`src/rtl/boron_key_schedule.sv`:
```
// boron_key_schedule: iterative BORON round-key generator.
// Emits RK_0..RK_ROUNDS in encryption order or reversed for decryption.

module boron_sbox (
    input  logic [3:0] x,
    output logic [3:0] y
);
    always_comb begin
        unique case (x)
            4'h0: y = 4'hE;
            4'h1: y = 4'h4;
            4'h2: y = 4'hB;
            4'h3: y = 4'h1;
            4'h4: y = 4'h7;
            4'h5: y = 4'h9;
            4'h6: y = 4'hC;
            4'h7: y = 4'hA;
            4'h8: y = 4'hD;
            4'h9: y = 4'h2;
            4'hA: y = 4'h0;
            4'hB: y = 4'hF;
            4'hC: y = 4'h8;
            4'hD: y = 4'h5;
            4'hE: y = 4'h3;
            default: y = 4'h6;
        endcase
    end
endmodule

module boron_sbox_inv (
    input  logic [3:0] x,
    output logic [3:0] y
);
    always_comb begin
        unique case (x)
            4'h0: y = 4'hA;
            4'h1: y = 4'h3;
            4'h2: y = 4'h9;
            4'h3: y = 4'hE;
            4'h4: y = 4'h1;
            4'h5: y = 4'hD;
            4'h6: y = 4'hF;
            4'h7: y = 4'h4;
            4'h8: y = 4'hC;
            4'h9: y = 4'h5;
            4'hA: y = 4'h7;
            4'hB: y = 4'h2;
            4'hC: y = 4'h6;
            4'hD: y = 4'h8;
            4'hE: y = 4'h0;
            default: y = 4'hB;
        endcase
    end
endmodule

module boron_key_schedule #(
    parameter int KEY_W  = 80,
    parameter int ROUNDS = 25
) (
    input  logic             clk,
    input  logic             rst,
    input  logic             start,
    input  logic             mode,
    input  logic [KEY_W-1:0] key_in,
    input  logic             rk_ready,
    output logic             rk_valid,
    output logic [63:0]      rk_out,
    output logic [4:0]       rk_round,
    output logic             busy,
    output logic             done
);
    typedef enum logic [1:0] {
        IDLE,
        EXPAND,
        EMIT,
        FIN
    } state_t;

    localparam logic [4:0] LAST = 5'(ROUNDS);

    state_t           state;
    logic [KEY_W-1:0] key_q;
    logic [KEY_W-1:0] key_rot;
    logic [KEY_W-1:0] key_f;
    logic [KEY_W-1:0] key_x;
    logic [KEY_W-1:0] key_gp;
    logic [KEY_W-1:0] key_g;
    logic [4:0]       rnd;
    logic [4:0]       rnd_inc;
    logic             dec;
    logic             last_key;
    logic [3:0]       sf_lo;
    logic [3:0]       si_lo;

    assign rnd_inc = rnd + 5'd1;

    // Forward path: rotate first, substitute, then fold in round r = rnd+1.
    assign key_rot = {key_q[KEY_W-14:0], key_q[KEY_W-1:KEY_W-13]};

    // Inverse path: undo the round constant r = rnd before S^-1 and rotate.
    assign key_x = key_q ^ {{(KEY_W-64){1'b0}}, rnd, 59'd0};

    boron_sbox u_sf_lo (
        .x(key_rot[3:0]),
        .y(sf_lo)
    );

    boron_sbox_inv u_si_lo (
        .x(key_x[3:0]),
        .y(si_lo)
    );

    generate
        if (KEY_W == 128) begin : g_wide
            logic [3:0] sf_hi;
            logic [3:0] si_hi;

            boron_sbox u_sf_hi (
                .x(key_rot[7:4]),
                .y(sf_hi)
            );

            boron_sbox_inv u_si_hi (
                .x(key_x[7:4]),
                .y(si_hi)
            );

            assign key_f = {key_rot[KEY_W-1:64],
                            key_rot[63:59] ^ rnd_inc,
                            key_rot[58:8], sf_hi, sf_lo};
            assign key_gp = {key_x[KEY_W-1:8], si_hi, si_lo};
        end else begin : g_narrow
            assign key_f = {key_rot[KEY_W-1:64],
                            key_rot[63:59] ^ rnd_inc,
                            key_rot[58:4], sf_lo};
            assign key_gp = {key_x[KEY_W-1:4], si_lo};
        end
    endgenerate

    assign key_g = {key_gp[12:0], key_gp[KEY_W-1:13]};

    assign last_key = dec ? (rnd == 5'd0) : (rnd == LAST);

    assign rk_out   = key_q[63:0];
    assign rk_round = rnd;

    always_ff @(posedge clk or negedge rst) begin
        if (!rst) begin
            state    <= IDLE;
            key_q    <= '0;
            rnd      <= '0;
            dec      <= 1'b0;
            rk_valid <= 1'b0;
            busy     <= 1'b0;
            done     <= 1'b0;
        end else begin
            unique case (state)
                IDLE: begin
                    if (start) begin
                        key_q <= key_in;
                        rnd   <= '0;
                        dec   <= mode;
                        busy  <= 1'b1;
                        if (mode) begin
                            state <= EXPAND;
                        end else begin
                            state    <= EMIT;
                            rk_valid <= 1'b1;
                        end
                    end
                end
                EXPAND: begin
                    key_q <= key_f;
                    rnd   <= rnd_inc;
                    if (rnd_inc == LAST) begin
                        state    <= EMIT;
                        rk_valid <= 1'b1;
                    end
                end
                EMIT: begin
                    if (rk_ready) begin
                        if (last_key) begin
                            state    <= FIN;
                            rk_valid <= 1'b0;
                            done     <= 1'b1;
                        end else if (dec) begin
                            key_q <= key_g;
                            rnd   <= rnd - 5'd1;
                        end else begin
                            key_q <= key_f;
                            rnd   <= rnd_inc;
                        end
                    end
                end
                FIN: begin
                    done  <= 1'b0;
                    busy  <= 1'b0;
                    state <= IDLE;
                end
                default: state <= IDLE;
            endcase
        end
    end
endmodule

```
`config.mk`:
```
export PLATFORM = sky130hd
export DESIGN_NAME = boron_key_schedule
export DESIGN_NICKNAME = d
export VERILOG_FILES = /design/src/rtl/boron_key_schedule.sv
export SDC_FILE = /design/constraint.sdc
export NUM_CORES = 1
export LEC_CHECK = 0
export ABC_AREA = 0
export CORE_MARGIN = 2
export CORE_UTILIZATION = 40
export DETAILED_ROUTE_END_ITERATION = 10
export PLACE_DENSITY = 0.7
export SLEW_MARGIN = 15
export SYNTH_ARGS = -nofsm -noshare
export SYNTH_HDL_FRONTEND = slang
export SYNTH_SLANG_ARGS = --single-unit
```
`constraint.sdc`:
```
create_clock -name clk -period 2 [get_ports clk]
set_input_delay 0.3 -clock clk [delete_from_list [all_inputs] [get_ports clk]]
set_output_delay 0.3 -clock clk [all_outputs]
set_load 0.05 [all_outputs]
```
Word level (Yosys, flattened, before mapping) --
Memory sizes are Yosys's and may differ from the RTL's. Index checks and enable logic that the tools add are counted.
Word-level totals: logic and storage cells 63, output and inout bits 72, input bits 85, bits in registers 91, memories 2, ROM bits 128
Memories:
- (no name shown) | depth 16, bits a word 4, read ports 1, clocked after memory_dff 0, write ports 0, line 9 | unique case (x)
- (no name shown) | depth 16, bits a word 4, read ports 1, clocked after memory_dff 0, write ports 0, line 35 | unique case (x)
Cells by class: multiplexer cells 28, equal/unequal tests 11, reductions and logical operators 11, bitwise logic cells 2, $add $sub $neg 2
Operator list (number):
- two-way mux 80 bit | 4
- one-hot mux 80 bit (3 select lines) | 1
- bitwise XOR 80 x 64 -> 80 bit | 1
- two-way mux 5 bit | 4
- one-hot mux 5 bit (3 select lines) | 1
- inequality test 2 bit, second input constant | 6
- == test 5 bit, second input constant | 2
- two-way mux 2 bit | 5
- two-way mux 1 bit | 9
- one-hot mux 2 bit (4 select lines) | 1
- AND reduction 4 bit | 2
- AND reduction 6 bit | 1
- adder 5 x 1 -> 5 bit, second input constant | 1
- logical NOT 5 bit | 1
- subtractor 5 x 1 -> 5 bit, second input constant | 1
- bitwise XOR 5 bit | 1
- == test 2 bit, second input constant | 2
- one-hot mux 1 bit (2 select lines) | 2
- AND reduction 2 bit | 2
- nonzero test 2 bit | 2
- one-hot mux 1 bit (3 select lines) | 1
- AND reduction 3 bit | 1
- nonzero test 3 bit | 1
- == test 2 x 1 -> 1 bit, second input constant | 1
- logical NOT 2 bit | 1

Logic depth before layout (Yosys ltp) --
Gate-level depths: netlist of run 1.
depth in word-level cells 6, gate-level depth with buffers 11, depth with buffers taken out 7

By module --
From an unflattened synthesis of run 1, not the netlist that was laid out.
Unflattened totals: cells, all modules 687, area total of the unflattened synthesis 6050.8 µm²
By module, submodules not included:
- boron_key_schedule | instances 1, cells each 645, area an instance 5679.2 µm², seq. area each 2277.2 µm²
- boron_sbox_inv | instances 1, cells each 21, area an instance 222.7 µm², seq. area each 0.0 µm²
- boron_sbox | instances 1, cells each 21, area an instance 148.9 µm², seq. area each 0.0 µm²

Least setup slack after synthesis of run 1 --
OpenSTA, ideal clock, no wires.
path kind reg-to-reg, start point reg rnd[0], in the netlist rk_round[0], end point reg rnd[1], in the netlist rk_round[1], stages on the path, launching flop included 12, period minus slack after synthesis 2.406 ns, setup slack -0.406 ns, path buffers 4, library setup time 0.135 ns, data arrival time 2.271 ns, cells stage by stage dfrtp_1 -> buf_2 -> inv_1 -> ha_1 -> nand4bb_1 -> a21oi_1 -> a211o_1 -> buf_2 -> buf_4 -> buf_2 -> nand2_1 -> o31ai_1
Between the ends: longest elaborated chain between the ends 5, elaborated cells between the ends (all ways) 11
RTL lines:
- start: declaration | line 88 | logic [4:0] rnd;
- start signal: assignment | line 174 | rnd <= rnd_inc;
- start signal: assignment | line 188 | rnd <= rnd - 5'd1;
- start signal: assignment | line 191 | rnd <= rnd_inc;
- adder 5 x 1 -> 5 bit or subtractor 5 x 1 -> 5 bit (tied branches) | line 95, 188
- two-way mux 5 bit | line 186 | end else if (dec) begin
- two-way mux 5 bit | line 182 | if (last_key) begin
- two-way mux 5 bit | line 181 | if (rk_ready) begin
- one-hot mux 5 bit (3 select lines) | line 157 | unique case (state)
Parallel ways exist; a longest one is shown, timed or not. The select of a mux whose other input is x is not followed. A chain may end at the register's enable or synchronous reset.

Final worst setup path of run 1 --
start point reg rnd[0], in the netlist rk_round[0], end point reg key_q[65]
Between the ends: longest elaborated chain between the ends 4, elaborated cells between the ends (all ways) 5
RTL lines:
- == test 5 bit or logical NOT 5 bit (tied branches) | line 142 | assign last_key = dec ? (rnd == 5'd0) : (rnd == LAST);
- two-way mux 1 bit * | line 142
- inequality test 2 bit (no source line) *
- AND reduction 4 bit (no source line) *
- end signal: assignment | line 160 | key_q <= key_in;
- end signal: assignment | line 173 | key_q <= key_f;
- end signal: assignment | line 187 | key_q <= key_g;
- end: declaration | line 82 | logic [KEY_W-1:0] key_q;
Every way passes the cells marked *; elsewhere a longest branch is shown, timed or not.

==> results of run 1 <==
final timing paths:
path / start / end / slack, ns / cells after the start
max: rk_round[0] / key_q[65] / 0.01 / 6
min: rst / key_q[62] / 0.44 / 2
max reg2reg: rk_round[0] / key_q[65] / 0.01 / 6
min reg2reg: rk_valid / rk_valid / 0.51 / 1
max in group asynchronous: rst / rk_round[0] / 0.84 / 3
min in group clk: rk_valid / rk_valid / 0.51 / 1
metrics by stage:
step / setup WS (ns) / instances
after global routing: -0.06143 / 969
after floorplan: -0.01331 / 682
after CTS: 0.008849 / 963
after global placement: 0.02911 / 944
after detailed placement: -0.01021 / 944
final: 0.01386 / 969
final cells by class:
class,count,share of cell area
clock buffer,11,0.02870
clock inverter,5,0.007407
inverter,19,0.009105
multi-input combinational,446,0.3830
sequential,91,0.2812
tap,184,0.02840
timing repair buffer,213,0.2622
layer usage:
| metal | vias up | GRT usage | part of all wire |
|---|---|---|---|
| met5 | - | 0 | 0 |
| met4 | 0 | 0.08662 | 0.023 |
| met3 | 40 | 0.04007 | 0.078 |
| met2 | 309 | 0.4045 | 0.50 |
| met1 | 2885 | 0.3122 | 0.40 |
| li1 | 2619 | - | - |
cells by family (layout without fill, tap and decap cells):
logic type / after synthesis / after routing / share of synthesized area
buffers and inverters: 147 / 248 / 0.1435
AOI/OAI and AO/OA: 205 / 207 / 0.2646
adders and majority gates: 16 / 16 / 0.03333
DFF: 91 / 91 / 0.3792
xor gates and xnor gates: 18 / 18 / 0.02625
and+or+nand+nor: 195 / 195 / 0.1298
muxes: 10 / 10 / 0.02333
critical path: cells and delay by family (launching register included):
| family | cells | cell delay, ns |
|---|---|---|
| adder cells (fa/ha/maj) | 1 | 0.22 |
| buffers and inverters | 1 | 0.20 |
| AND/OR/NAND/NOR | 1 | 0.14 |
| flip-flops | 1 | 0.46 |
| AO/OA/AOI/OAI | 3 | 0.85 |
registers in the layout, summed over array words and instances (netlist names):
signal and flops:
busy 1, dec 1, done 1, key_q 80
rk_round 5, rk_valid 1, state 2
cell usage after synthesis (3+ instances only):
master	number	area, um2
sky130_fd_sc_hd__o21ai_0	7	35.03
sky130_fd_sc_hd__buf_2	20	100.1
sky130_fd_sc_hd__o31ai_1	70	525.5
sky130_fd_sc_hd__nor2_1	90	337.8
sky130_fd_sc_hd__ha_1	16	200.2
sky130_fd_sc_hd__dfrtp_1	91	2277
sky130_fd_sc_hd__mux4_2	3	67.56
sky130_fd_sc_hd__buf_6	5	56.30
sky130_fd_sc_hd__xor2_1	7	61.31
sky130_fd_sc_hd__clkbuf_1	36	135.1
sky130_fd_sc_hd__o22ai_1	3	18.77
sky130_fd_sc_hd__a21oi_1	10	50.05
sky130_fd_sc_hd__a211oi_1	12	90.09
sky130_fd_sc_hd__xnor2_1	11	96.34
sky130_fd_sc_hd__o2bb2ai_1	3	26.28
sky130_fd_sc_hd__nand3_1	3	15.01
sky130_fd_sc_hd__a21o_1	11	82.58
sky130_fd_sc_hd__mux2i_1	5	50.05
sky130_fd_sc_hd__a221oi_1	68	595.6
sky130_fd_sc_hd__nor2b_1	3	18.77
sky130_fd_sc_hd__nand2_1	88	330.3
sky130_fd_sc_hd__a311oi_1	4	35.03
sky130_fd_sc_hd__inv_1	17	63.81
sky130_fd_sc_hd__o211ai_1	3	22.52
sky130_fd_sc_hd__o21ai_1	3	15.01
sky130_fd_sc_hd__buf_4	66	495.5
repair_timing:
item | in CTS | in global routing
pin swaps | 1 | 3
endpoints found under the hold margin | 29 | 0
resized for setup | 1 | 42
buffers inserted | 1 | 4
hold buffers | 1 | 0
cloned | 1 | 2
setup endpoints to repair | 5 | 64
==> impl_summary.log, run 1 <==
INFO  metric run_status = finished, final reports clean
INFO  metric synthesis.instances = 682
INFO  metric edff_count_synth = 0
INFO  metric async_reset_ff_frac = 1.000
INFO  metric drt-initial-drc-count = 765
INFO  metric multi_input_area = 3105 um2
INFO  metric final_cell_mix = sky130_fd_sc_hd__clkdlybuf4s50_1, sky130_fd_sc_hd__nor2_1, sky130_fd_sc_hd__dfrtp_1
INFO  metric final_common_cell = sky130_fd_sc_hd__clkdlybuf4s50_1
INFO  metric timing.slew.headroom = 0.6466
INFO  metric worst_hold_slack = 0.4377 ns
INFO  metric ys_seq_elements = 91
INFO  metric routed_wire_length_per_instance = 20.42 um
INFO  metric route.detailed.vias_per_inst = 6.040
INFO  metric critical_path.max_stage_delay = 0.46 ns
INFO  metric grt_setup_unrepaired = true
INFO  metric cp_cell_sequence = ha_1 > nand4b_1 > a21oi_4 > a211o_4 > buf_12 > o31ai_1
INFO  metric timing.setup.tns = 0 ns
INFO  metric mappedNetlistNets = 783
INFO  metric critical_path.endpoint_type = flop
INFO  metric cp.arrival = 2.23 ns
INFO  metric io_buffer_count = 156
INFO  metric final_design_area_no_fill = 8108 um2
INFO  metric fp.dieArea = 16010 um2
INFO  metric globalplace.congestion = 0.8896
INFO  metric drc_errors = 0
INFO  metric synth.distinct_cells = 48
INFO  metric n_antenna_cell = 0
INFO  metric fp.coreArea = 14590 um2
INFO  metric post_route_cells_drive_above_1_share = 0.1682
INFO  metric ys_warn_count = 0
INFO  metric layout_min_cycle_time = 1.986 ns
INFO  metric hold_viol = 0
INFO  metric grt_start_max_net_pins = 60
INFO  metric finalMaxSlewViolations = 0
INFO  metric antenna_found_initial = 0
INFO  metric layout_worst_path_cycle_share = 0.9931
INFO  metric critPathRequiredTime = 2.24 ns
INFO  metric synth-main-ff-cell = sky130_fd_sc_hd__dfrtp_1
INFO  metric category_of_the_most_critical_setup_path = reg -> reg
INFO  metric crit_path_top_delay_cell = sky130_fd_sc_hd__dfrtp_2
INFO  metric io_pins = 157
INFO  metric via_count = 5853
INFO  metric first_pass_grt_wire_length = 30590 um
INFO  metric report.final.setup_viol = 0
INFO  metric grt_usage = 0.2403
INFO  metric detail_route.wirelength = 19790 um
INFO  metric chipHeight = 126.5 um
INFO  metric detailed_place.area = 7523 um2
INFO  metric via_count_of_the_first_global_routing_pass = 5640
INFO  metric clock_latency = 0.35 ns
INFO  metric worst_slew_pin_slew = 0.5285 ns
INFO  metric std_cell_rows = 44
INFO  metric dieWidth = 126.5 um
INFO  metric synthToLayoutAreaGrowth = 35.00%
INFO  metric cts-buffers-inserted = 9
INFO  metric clk_transition_reported_paths = 0.07 ns
INFO  metric clock_sink_count = 91
INFO  metric fmax = 503.5 MHz
INFO  metric clock_tree.buffer_depth = 2
INFO  metric maxCapViolCount = 0
INFO  metric critPathLaunchType = flop
INFO  metric path_max_fanout = 37
INFO  metric nFillCells = 1259
INFO  metric total_grt_overflow = 0
INFO  metric antenna_left = 0
INFO  metric regArea = 2280 um2
INFO  metric finalCoreUtilization = 0.5557
INFO  metric clock_tree_from_tritoncts = yes
INFO  metric starting_density = 0.4117
INFO  metric synth.cell_area = 6006 um2
INFO  metric drtPass1Iterations = 5
INFO  metric worst_clock_skew = 0.01052 ns
INFO  metric htreeDepth = 3
INFO  metric layout.nets = 881
INFO  metric post_synth.cell_area_avg = 8.806 um2
INFO  metric hpwl = 13980 um
INFO  metric cts_root_buffer = sky130_fd_sc_hd__clkbuf_16
INFO  metric worst_hold_path_type = in -> async
INFO  metric synth_seq_area_share = 0.3792
Power of run 1 is not shown: default switching activity piles up to over one toggle a cycle in this logic, so the estimate is an artifact.
==> inputs of run 2 (changes only) <==
Settings changed: PLACE_DENSITY 0.7 to 0.68.
Clock period 2 ns to 2.3 ns, I/O delays scaled along.
==> impl_summary.log, run 2 (synthesis results as in run 1) <==
INFO  metric run_status = finished, final reports clean
INFO  metric layout_worst_path_cycle_share = 0.9767
INFO  metric nFillCells = 1296 (+2.9%)
INFO  metric critPathRequiredTime = 1.96 ns (-0.28 ns)
INFO  metric worst_hold_slack = 0.4851 ns (+0.04747 ns)
INFO  metric detail_route.wirelength = 18920 um (-4.4%)
INFO  metric synthToLayoutAreaGrowth = 28.50%
INFO  metric layout.nets = 857 (-2.7%)
INFO  metric via_count_of_the_first_global_routing_pass = 5255 (-6.8%)
INFO  metric drc_errors = 0 (unchanged)
INFO  metric report.final.setup_viol = 0 (unchanged)
INFO  metric most_flop_heavy_register = key_q
INFO  metric clock_sink_count = 91 (unchanged)
INFO  metric path_max_fanout = 13 (-65%)
INFO  metric n_antenna_cell = 0 (unchanged)
INFO  metric std_cell_rows = 44 (unchanged)
INFO  metric cts_root_buffer = sky130_fd_sc_hd__clkbuf_16
INFO  metric final_cell_mix = sky130_fd_sc_hd__clkdlybuf4s50_1, sky130_fd_sc_hd__nor2_1, sky130_fd_sc_hd__dfrtp_1
INFO  metric top_layer_reached_by_signal_wires = met4
INFO  metric dp.cells = 925 (-2.0%)
INFO  metric io_pins = 157 (unchanged)
INFO  metric first_pass_grt_wire_length = 29120 um (-4.8%)
INFO  metric clock_tree.buffer_depth = 2 (unchanged)
INFO  metric grt_usage = 0.2288 (-0.01148)
INFO  metric hpwl = 13610 um (-2.7%)
INFO  metric antenna_found_initial = 0 (unchanged)
INFO  metric timing.slew.headroom = 0.6352 (-0.01132)
INFO  metric met1Wirelength = 7775 um (-2.4%)
INFO  metric cts-buffers-inserted = 9 (unchanged)
INFO  metric drtPass1Iterations = 5 (unchanged)
INFO  metric regArea = 2278 um2 (about the same)
INFO  metric timing.setup.tns = 0 ns (unchanged)
INFO  metric cp_cell_sequence = clkdlybuf4s50_1
INFO  metric fp.coreArea = 14590 um2 (unchanged)
INFO  metric globalplace.congestion = 0.8752 (-1.6%)
INFO  metric finalCoreUtilization = 0.5290 (-0.02676)
INFO  metric drt-initial-drc-count = 696 (-9.0%)
INFO  metric clk_transition_reported_paths = 0.07 ns (about the same)
INFO  metric dieWidth = 126.5 um (unchanged)
INFO  metric hold_viol = 0 (unchanged)
INFO  metric crit_buf_inv = 1 (unchanged)
INFO  metric post_route_cells_drive_above_1_share = 0.08564 (-0.08251)
INFO  metric worst_hold_path_type = in -> async
INFO  metric finalMaxSlewViolations = 0 (unchanged)
INFO  metric maxCapViolCount = 0 (unchanged)
INFO  metric cp.arrival = 1.90 ns (-0.33 ns)
INFO  metric category_of_the_most_critical_setup_path = reg -> out
INFO  metric grt_start_max_net_pins = 58 (-3.3%)
INFO  metric io_buffer_count = 156 (unchanged)
INFO  metric route.detailed.vias_per_inst = 5.895 (-2.4%)
INFO  metric multi_input_area = 2917 um2 (-6.1%)
INFO  metric final_common_cell = sky130_fd_sc_hd__clkdlybuf4s50_1
INFO  metric routed_wire_length_per_instance = 20.06 um (-1.8%)
INFO  metric antenna_left = 0 (unchanged)
INFO  metric detailroute.wirelength.met2 = 8970 um (-8.6%)
INFO  metric critPathTopFamily = buffers and inverters
INFO  metric post_layout_nonfiller_instances = 943 (-2.7%)
INFO  metric worst_slew_pin_slew = 0.5454 ns (+0.01693 ns)
INFO  metric dr_wl_met3 = 1679 um (+8.1%)
INFO  metric clock_latency = 0.35 ns (about the same)
INFO  metric fp.dieArea = 16010 um2 (unchanged)
INFO  metric total_grt_overflow = 0 (unchanged)
INFO  metric htreeDepth = 3 (unchanged)
INFO  metric crit_path_top_delay_cell = sky130_fd_sc_hd__clkdlybuf4s50_1
INFO  metric via_count = 5559 (-5.0%)
INFO  metric critical_path.endpoint_type = output pin
INFO  metric fmax = 445.2 MHz
INFO  metric critPathLaunchType = flop
INFO  metric clock_tree_from_tritoncts = yes
INFO  metric chipHeight = 126.5 um (unchanged)
INFO  metric largest_register_ffs = 80 (unchanged)
INFO  metric worst_clock_skew = 0.008482 ns (-0.002043 ns)
INFO  metric layout_min_cycle_time = 2.246 ns
INFO  metric starting_density = 0.4117 (unchanged)
INFO  metric critical_path.max_stage_delay = 0.90 ns (+0.44 ns)
run 2: changes by cell type in the layout (fill, tap and decap cells not counted), sizes merged:
cell	change
clkbuf	-2
clkinv	+2
inv	-2
buf	-32
clkinvlp	-1
dlymetal6s2s	-3
a211o	-1
clkdlybuf4s50	+13
run 2: stage by stage:
stage          cell area (um2)  setup WS, ns
6_report                  7717       0.05366
5_1_grt                   7717      -0.01143
4_1_cts                   7675       0.06342
3_5_place_dp              7373       0.09295
3_3_place_gp              7373        0.1594
2_1_floorplan             6007      0.006997
run 2: what timing repair did:
item	in CTS	in global routing
setup endpoints to repair	0	32
endpoints found under the hold margin	30	0
hold buffers	1	0
gates resized for setup	0	4
setup buffers	0	2
run 2: final cells by class:
class                      count  area share
multi-input combinational    445      0.3779
clock inverter                 4    0.006809
tap                          184     0.02983
sequential                    91      0.2952
timing repair buffer         190      0.2500
inverter                      19    0.009241
clock buffer                  10     0.03097
run 2: final timing paths:
| kind | from | endpoint | slack [ns] | depth (start not counted) |
|---|---|---|---|---|
| hold reg to reg | busy | busy | 0.52 | 1 |
| min in group clk | busy | busy | 0.52 | 1 |
| setup reg to reg | state[0] | key_q[13] | 0.10 | 8 |
| setup / recovery | rk_round[2] | rk_round[2] | 0.05 | 1 |
| hold / removal | rst | key_q[46] | 0.49 | 2 |
| max in group asynchronous | rst | key_q[21] | 1.14 | 3 |
run 2: metal layers:
| layer | GRT usage | vias up |
|---|---|---|
| met5 | 0 | - |
| met4 | 0.07951 | 0 |
| met3 | 0.03669 | 38 |
| met2 | 0.3750 | 306 |
| met1 | 0.3084 | 2657 |
| li1 | - | 2558 |
Power of run 2 is left out for the same reason.
==> inputs of run 3 (changes only) <==
Settings changed: SYNTH_HIERARCHICAL from default to 1.
==> impl_summary.log, run 3 <==
INFO  metric route.detailed.vias_per_inst = 5.896 (about the same)
INFO  metric chipHeight = 127.0 um (+0.36%)
INFO  metric critical_path.max_stage_delay = 0.55 ns (-0.35 ns)
INFO  metric critPathLaunchType = flop
INFO  metric synth_top_area_frac = 0.3763 (-0.002823)
INFO  metric most_flop_heavy_register = key_q
INFO  metric fmax = 451.6 MHz (+1.4%)
INFO  metric via_count = 5530 (-0.52%)
INFO  metric crit_path_top_delay_cell = sky130_fd_sc_hd__dfrtp_1
INFO  metric timing.slew.headroom = 0.5930 (-0.04227)
INFO  metric antenna_left = 0 (unchanged)
INFO  metric drt-initial-drc-count = 524 (-25%)
INFO  metric synth.cells.most_frequent = sky130_fd_sc_hd__dfrtp_1, sky130_fd_sc_hd__nor2_1, sky130_fd_sc_hd__nand2_1
INFO  metric layout_worst_path_cycle_share = 0.9628 (-0.01387)
INFO  metric synthesis.instances = 687 (+0.73%)
INFO  metric cts_root_buffer = sky130_fd_sc_hd__clkbuf_16
INFO  metric detail_route.wirelength = 18430 um (-2.6%)
INFO  metric clock_tree.buffer_depth = 2 (unchanged)
INFO  metric regArea = 2278 um2 (unchanged)
INFO  metric run_status = finished, final reports clean
INFO  metric grt_setup_unrepaired = false
INFO  metric post_synth.cell_area_avg = 8.808 um2 (about the same)
INFO  metric detailed_place.area = 7361 um2 (-0.17%)
INFO  metric total_grt_overflow = 0 (unchanged)
INFO  metric layout_min_cycle_time = 2.214 ns (-0.03190 ns)
INFO  metric edff_count_synth = 0 (unchanged)
INFO  metric post_route_cells_drive_above_1_share = 0.06764 (-0.01800)
INFO  metric maxCapViolCount = 0 (unchanged)
INFO  metric synthMostInstantiatedCell = sky130_fd_sc_hd__dfrtp_1
INFO  metric drtPass1Iterations = 5 (unchanged)
INFO  metric worst_hold_path_type = in -> async
INFO  metric std_cell_rows = 44 (unchanged)
INFO  metric synth-main-ff-cell = sky130_fd_sc_hd__dfrtp_1
INFO  metric globalplace.congestion = 0.8969 (+2.5%)
INFO  metric first_pass_grt_wire_length = 28630 um (-1.7%)
INFO  metric finalMaxSlewViolations = 0 (unchanged)
INFO  metric report.final.setup_viol = 0 (unchanged)
INFO  metric clk_transition_reported_paths = 0.06 ns (about the same)
INFO  metric regToRegEndpoint = rk_valid
INFO  metric category_of_the_most_critical_setup_path = reg -> reg
INFO  metric htreeDepth = 3 (unchanged)
INFO  metric clock_latency = 0.35 ns (about the same)
INFO  metric hold_viol = 0 (unchanged)
INFO  metric grt_usage = 0.2261 (-0.002781)
INFO  metric final_cell_mix = sky130_fd_sc_hd__clkdlybuf4s50_1, sky130_fd_sc_hd__nor2_1, sky130_fd_sc_hd__dfrtp_1
INFO  metric via_count_of_the_first_global_routing_pass = 5221 (-0.65%)
INFO  metric async_reset_ff_frac = 1.000 (unchanged)
INFO  metric multi_input_area = 2945 um2 (+0.99%)
INFO  metric routed_wire_length_per_instance = 19.65 um (-2.1%)
INFO  metric cp_cell_sequence = ha_1 > nand3_1 > xor2_1 > o21a_1 > nor4_1 > mux2_1
INFO  metric clock_tree_from_tritoncts = yes
INFO  metric hpwl = 13310 um (-2.2%)
INFO  metric ys_warn_count = 6 (+6)
INFO  metric final_common_cell = sky130_fd_sc_hd__clkdlybuf4s50_1
INFO  metric io_buffer_count = 156 (unchanged)
INFO  metric fp.coreArea = 14640 um2 (+0.38%)
INFO  metric r2r.worst_path.cells = 6 (-2)
INFO  metric ys_seq_elements = 91 (unchanged)
INFO  metric critical_path.endpoint_type = flop
INFO  metric synth.cell_area = 6051 um2 (+0.75%)
INFO  metric synth.distinct_cells = 46 (-4.2%)
INFO  metric largest_register_ffs = 80 (unchanged)
INFO  metric final_design_area_no_fill = 7634 um2 (-1.1%)
INFO  metric fp.dieArea = 16130 um2 (+0.72%)
INFO  metric dieWidth = 127.0 um (+0.36%)
INFO  metric ys_top_cells_by_area = sky130_fd_sc_hd__dfrtp_1, sky130_fd_sc_hd__a221oi_1, sky130_fd_sc_hd__o31ai_1
INFO  metric worst_slew_pin_slew = 0.6105 ns (+0.06512 ns)
INFO  metric cts-buffers-inserted = 9 (unchanged)
INFO  metric layout.nets = 852 (-0.58%)
INFO  metric cp.arrival = 2.45 ns (+0.55 ns)
INFO  metric rrSetupSlack = 0.09 ns (about the same)
INFO  metric mappedNetlistNets = 788 (+0.64%)
INFO  metric antenna_found_initial = 1 (+1)
INFO  metric worst_clock_skew = 0.009260 ns (+0.0007780 ns)
INFO  metric io_pins = 157 (unchanged)
INFO  metric path_max_fanout = 9 (-4)
INFO  metric synth_largest_area_cell = sky130_fd_sc_hd__dfrtp_1
INFO  metric synthToLayoutAreaGrowth = 26.16%
INFO  metric synth_seq_area_share = 0.3763 (-0.002823)
INFO  metric clock_sink_count = 91 (unchanged)
INFO  metric n_antenna_cell = 0 (unchanged)
INFO  metric nFillCells = 1354 (+4.5%)
INFO  metric grt_start_max_net_pins = 76 (+31%)
INFO  metric starting_density = 0.4132 (+0.001528)
INFO  metric worst_r2r_startpoint = rk_round[1]
INFO  metric critPathRequiredTime = 2.53 ns (+0.57 ns)
INFO  metric drc_errors = 0 (unchanged)
INFO  metric timing.setup.tns = 0 ns (unchanged)
## run 3: worst max path at each step
stage / from / to / slack (ns) / depth (start not counted)
6_report: rk_round[1] / rk_valid / 0.09 / 6
5_1_grt: rk_round[1] / key_q[61] / 0.003 / 8
4_1_cts: rk_round[3] / rk_round[3] / 0.03 / 1
3_5_place_dp: rk_round[1] / rk_valid / 0.15 / 6
3_3_place_gp: state[0] / key_q[19] / 0.20 / 7
2_1_floorplan: rk_round[1] / key_q[10] / 0.003 / 10
## run 3: layout make-up
| type | count | share of cell area |
|---|---|---|
| multi-input combinational | 449 | 0.3858 |
| inverter | 19 | 0.009343 |
| clock buffer | 9 | 0.02950 |
| timing repair buffer | 181 | 0.2426 |
| tap | 184 | 0.03016 |
| sequential | 91 | 0.2985 |
| clock inverter | 5 | 0.004098 |
## run 3: kinds of logic after synthesis
logic type	count (synthesis)	synth area share
compound gates	205	0.2608
xor+xnor	18	0.02730
fa+ha+maj	16	0.03308
buf+inv	147	0.1410
flops	91	0.3763
mux	12	0.02854
simple gates	198	0.1330
## run 3: what timing repair did
item,CTS,global route
setup endpoints to repair,0,3
hold buffers,1,0
resized for setup,0,2
hold endpoints to repair,4,0
buffers inserted,0,0
## run 3: per-layer routing
layer	global-route usage	wire length [um]	share of wire
met5	0	16	0.00087
met3	0.03978	1097	0.060
met2	0.3751	8922	0.48
met1	0.2967	7879	0.43
met4	0.08533	517	0.028
## run 3: per-stage QoR
stage	hold slack, ns	cells	utilization	setup WS (ns)
global route	0.3441	938	0.5213	0.003151
global placement	0.1544	923	0.5026	0.1982
CTS	0.3294	938	0.5208	0.02570
finish	0.3355	938	0.5213	0.08556
floorplan	0.04941	687	-	0.002673
detailed placement	0.1542	923	0.5026	0.1537
## run 3: worst max-delay path: cells and delay by family, from the launching register on
family | cells | cell delay [ns]
DFF | 1 | 0.55
and+or+nand+nor | 2 | 0.41
muxes | 1 | 0.35
adders and majority gates | 1 | 0.33
AOI/OAI and AO/OA | 1 | 0.24
xor gates and xnor gates | 1 | 0.22
Power of run 3 is left out for the same reason.
